===== src/rtl/timer_ctrl.sv =====
// Prescaled up-counter timer with start/pause/abort command handling,
// one-shot or periodic reload, and a sticky terminal-count interrupt.
module timer_ctrl #(
  parameter int WIDTH     = 8,
  parameter int PSC_WIDTH = 8
) (
  input  logic                 clk,
  input  logic                 rst,
  input  logic                 start,
  input  logic                 pause,
  input  logic                 abort,
  input  logic [WIDTH-1:0]     period,
  input  logic [PSC_WIDTH-1:0] prescale,
  input  logic                 auto_reload,
  input  logic                 irq_clr,
  output logic [WIDTH-1:0]     count,
  output logic                 tc,
  output logic                 irq,
  output logic                 busy,
  output logic [1:0]           state
);

  typedef enum logic [1:0] {
    IDLE  = 2'b00,
    RUN   = 2'b01,
    PAUSE = 2'b10,
    DONE  = 2'b11
  } state_t;

  state_t               state_q, state_d;
  logic [WIDTH-1:0]     count_q, count_d;
  logic [WIDTH-1:0]     period_q, period_d;
  logic [PSC_WIDTH-1:0] psc_q, psc_d;
  logic [PSC_WIDTH-1:0] prescale_q, prescale_d;
  logic                 reload_q, reload_d;
  logic                 irq_q, irq_d;
  logic                 irq_set;

  always_ff @(posedge clk) begin
    if (rst) begin
      state_q    <= IDLE;
      count_q    <= '0;
      psc_q      <= '0;
      period_q   <= '0;
      prescale_q <= '0;
      reload_q   <= 1'b0;
      irq_q      <= 1'b0;
    end else begin
      state_q    <= state_d;
      count_q    <= count_d;
      psc_q      <= psc_d;
      period_q   <= period_d;
      prescale_q <= prescale_d;
      reload_q   <= reload_d;
      irq_q      <= irq_d;
    end
  end

  always_comb begin
    state_d    = state_q;
    count_d    = count_q;
    psc_d      = psc_q;
    period_d   = period_q;
    prescale_d = prescale_q;
    reload_d   = reload_q;
    irq_set    = 1'b0;

    // abort > pause > start; a losing command is dropped, not deferred
    if (abort) begin
      state_d = IDLE;
      count_d = '0;
      psc_d   = '0;
    end else begin
      case (state_q)
        IDLE, DONE: begin
          count_d = '0;
          psc_d   = '0;
          if (!pause && start) begin
            period_d   = period;
            prescale_d = prescale;
            reload_d   = auto_reload;
            state_d    = RUN;
          end
        end
        RUN: begin
          if (pause) begin
            state_d = PAUSE;
          end else if (psc_q != prescale_q) begin
            psc_d = psc_q + 1'b1;
          end else begin
            psc_d = '0;
            if (count_q != period_q) begin
              count_d = count_q + 1'b1;
            end else begin
              count_d = '0;
              irq_set = 1'b1;
              if (!reload_q) state_d = DONE;
            end
          end
        end
        PAUSE: begin
          if (!pause && start) state_d = RUN;
        end
      endcase
    end

    // a terminal step wins over a simultaneous clear
    irq_d = (irq_q & ~irq_clr) | irq_set;
  end

  assign count = count_q;
  assign irq   = irq_q;
  assign state = state_q;
  assign busy  = (state_q == RUN) || (state_q == PAUSE);
  assign tc    = (state_q == RUN) && (count_q == period_q) && (psc_q == prescale_q);

endmodule


===== config.mk =====
export PLATFORM = sky130hd
export DESIGN_NAME = timer_ctrl
export DESIGN_NICKNAME = d
export VERILOG_FILES = /design/src/rtl/timer_ctrl.sv
export SDC_FILE = /design/constraint.sdc
export NUM_CORES = 1
export LEC_CHECK = 0
export ABC_AREA = 0
export BUFFER_PORTS_ARGS = -buffer_cell sky130_fd_sc_hd__buf_2
export CAP_MARGIN = 20
export CORE_MARGIN = 4
export CORE_UTILIZATION = 32
export DETAILED_ROUTE_END_ITERATION = 8
export PLACE_DENSITY = 0.56
export SLEW_MARGIN = 20
export SYNTH_ARGS = -nofsm -noshare
export SYNTH_HDL_FRONTEND = slang
export SYNTH_SLANG_ARGS = --single-unit

===== constraint.sdc =====
create_clock -name clk -period 2.7 [get_ports clk]
set_clock_uncertainty 0.15 [all_clocks]
set_input_delay 0.27 -clock clk [delete_from_list [all_inputs] [get_ports clk]]
set_output_delay 0.27 -clock clk [all_outputs]
set_load 0.005 [all_outputs]

==> results.json <==
{
  "critPathArrivalTime_ns": 1.95,
  "clockBufferDepth": 2,
  "antenna_found_initial": 0,
  "vias": 1543,
  "synth-xor-area-share": 0.09313,
  "tightestPinTransition_ns": 0.6128,
  "rows": 26,
  "slew_violations": 0,
  "grt_max_degree": 21,
  "syn_nets": 229,
  "finalCriticalPeriod_ns": 2.365,
  "fin_nets": 267,
  "firstDrtPassIters": 4,
  "cts_resized": 0,
  "synth_ff_type": "dfxtp_1",
  "final-setup-viol-count": 0,
  "netlist.area_leader.share": 0.4257,
  "critical_path_class": "reg -> out",
  "cellPowerDensity_nw_per_um2": 494.5,
  "synth_top_cell_by_area": "dfxtp_1",
  "synth_mux_area_frac": 0.005913,
  "grt_pass1_vias": 1376,
  "hp-class": "in -> reg",
  "ys_seq_area_frac": 0.4257,
  "post-cts-setup-buffers": 0,
  "die_h_um": 80.74,
  "synth-adder-area-share": 0.02217,
  "place_ws_ns": 0.4953,
  "drt_iter0_drc": 87,
  "status": "completed",
  "cts.clk_slew.worst_paths_ns": 0.07,
  "final.setup.worst_slack_ns": 0.3347,
  "routed_wl_mm": 4.062,
  "drc_errors": 0,
  "core_region_area_um2": 5107,
  "via_per_inst": 4.961,
  "synth_area_leaders": "dfxtp_1, xor2_1, nand2_1, a21oi_1, ha_1",
  "synth.distinct_cells": 37,
  "clk_latency_ns": 0.29,
  "overflow": 0,
  "synth_seq_cells": 36,
  "postSynth.asyncResetShare": 0,
  "cap_violations": 0,
  "worstPathRequired_ns": 2.28,
  "ant_nets": 0,
  "initial_utilization": 0.3315,
  "path_cells": "xor2_1, nor4_2, nand4_1, nor2_1, buf_2",
  "leakagePower_nw": 0.8601,
  "cp_slowest_stage_delay_ns": 0.49,
  "critPathCaptureType": "output port",
  "tns_ns": 0,
  "ys_warn_count": 0,
  "cts-htree-levels": 2,
  "synth_compound_area_frac": 0.1944,
  "finalPower_mw": 1.005,
  "area_delta_synth_final_pct": 20.10,
  "startpoint_type": "register",
  "cp_max_fo": 5,
  "place_congestion": 0.6939,
  "relSlewSlack": 0.5915,
  "netlist_area_um2": 1693,
  "rsz0062_at_grt": "false",
  "hpwlAfterDp_mm": 3.011,
  "cts.sinks": 36,
  "grt_pass1_wl_mm": 6.713,
  "wl_per_cell_um": 13.06,
  "synthCells": 203,
  "ctsRootBufferMaster": "clkbuf_8",
  "groute.usage.overall": 0.1317,
  "insertedDiodeCount": 0,
  "synth_top_family_by_area": "simple AND/OR/NAND/NOR gates",
  "syn_area_per_cell_um2": 8.339,
  "layout-drive-gt1-share": 0.2075,
  "synth-edff-count": 0,
  "cts_tree": "yes",
  "numCtsBuffers": 5,
  "ir_drop_v": 0.0002062,
  "num_io_pins": 36,
  "yosys.area_share.simple": 0.2336,
  "fmax_mhz": 422.8,
  "die_x_um": 80.74,
  "slowest_stage": "nor4_2",
  "hold_violations": 0,
  "die_area_um2": 6518,
  "hold_buffers": 0,
  "fin_crit_sh": 0.8760,
  "port_buffers": 35
}
[critical path, delay by kind of cell (launching register included)]
family | cells | cell delay [ns]
xor gates and xnor gates | 1 | 0.18
buffers and inverters | 1 | 0.14
DFF | 1 | 0.36
and+or+nand+nor | 3 | 0.98
[Yosys cell counts, types with 2 or more instances]
| master | n |
|---|---|
| a21oi_1 | 29 |
| a22o_1 | 2 |
| a31oi_1 | 5 |
| and3_1 | 3 |
| clkbuf_1 | 6 |
| dfxtp_1 | 36 |
| ha_1 | 3 |
| inv_1 | 4 |
| nand2_1 | 39 |
| nand2b_1 | 4 |
| nand3_1 | 4 |
| nand3b_1 | 2 |
| nand4_1 | 4 |
| nor2_1 | 9 |
| nor4_1 | 2 |
| nor4_2 | 2 |
| o21ai_0 | 5 |
| o31ai_1 | 3 |
| or3_1 | 5 |
| or4_1 | 3 |
| xor2_1 | 17 |
[state kept, by name, indices dropped and copies added (netlist names)]
register	count
count	8
irq	1
reload_q	1
period_q	8
prescale_q	8
state	2
psc_q	8
[placed cells by master (no fill, tap or decap), types with 4 or more instances in the layout]
cell type / Yosys / layout
a21oi_1: 29 / 29
a31oi_1: 5 / 5
buf_2: 1 / 35
clkbuf_8: 0 / 5
dfxtp_1: 36 / 36
inv_1: 4 / 4
nand2_1: 39 / 39
nand2b_1: 4 / 4
nand3_1: 4 / 4
nand4_1: 4 / 4
nor2_1: 9 / 9
o21ai_0: 5 / 5
or3_1: 5 / 5
xor2_1: 17 / 17
[cell type report]
cell class                      count  area (um^2)
Clock buffer                        6        72.57
Multi-Input combinational cell    156        934.6
Fill cell                         547         3074
Timing Repair Buffer               38        197.7
Tap cell                           70        87.58
Clock inverter                      1        5.005
Inverter                            4        15.01
Sequential cell                    36        720.7
[layer usage]
| metal | global-route usage | up-vias | wire length [um] |
|---|---|---|---|
| li1 | - | 797 | - |
| met1 | 0.1888 | 699 | 2124 |
| met2 | 0.1904 | 39 | 1663 |
| met3 | 0.02661 | 8 | 195 |
| met4 | 0.05743 | 0 | 79 |
| met5 | 0 | - | 0 |
[power by group]
group,internal (mW),switching [mW]
Clock,0.175,0.183
Combinational,0.0390,0.0590
Sequential,0.541,0.00821
[stage by stage]
step           area (um^2)  utilization  instances  hold slack (ns)
3_3_place_gp          1956       0.3829        304           0.3076
5_1_grt               2033       0.3981        311          0.06363
3_5_place_dp          1956       0.3829        304           0.3122
6_report              2033       0.3981        311          0.07098
4_1_cts               2033       0.3981        311          0.05838
2_1_floorplan         1693            -        203           0.2523
[final timing paths]
path,slack (ns),cells after the start,from,to
setup reg to reg,0.48,5,psc_q[6],count[5]
hold reg to reg,0.32,2,prescale_q[5],prescale_q[5]
hold / removal,0.07,3,period[5],period_q[5]
setup / recovery,0.33,5,psc_q[3],tc
[cell families after synthesis]
| kind of cell | count (synthesis) |
|---|---|
| compound gates | 54 |
| xor+xnor | 18 |
| fa+ha+maj | 3 |
| buf+inv | 11 |
| flops | 36 |
| mux | 1 |
| simple gates | 80 |
(Power assumes the default switching activity.)
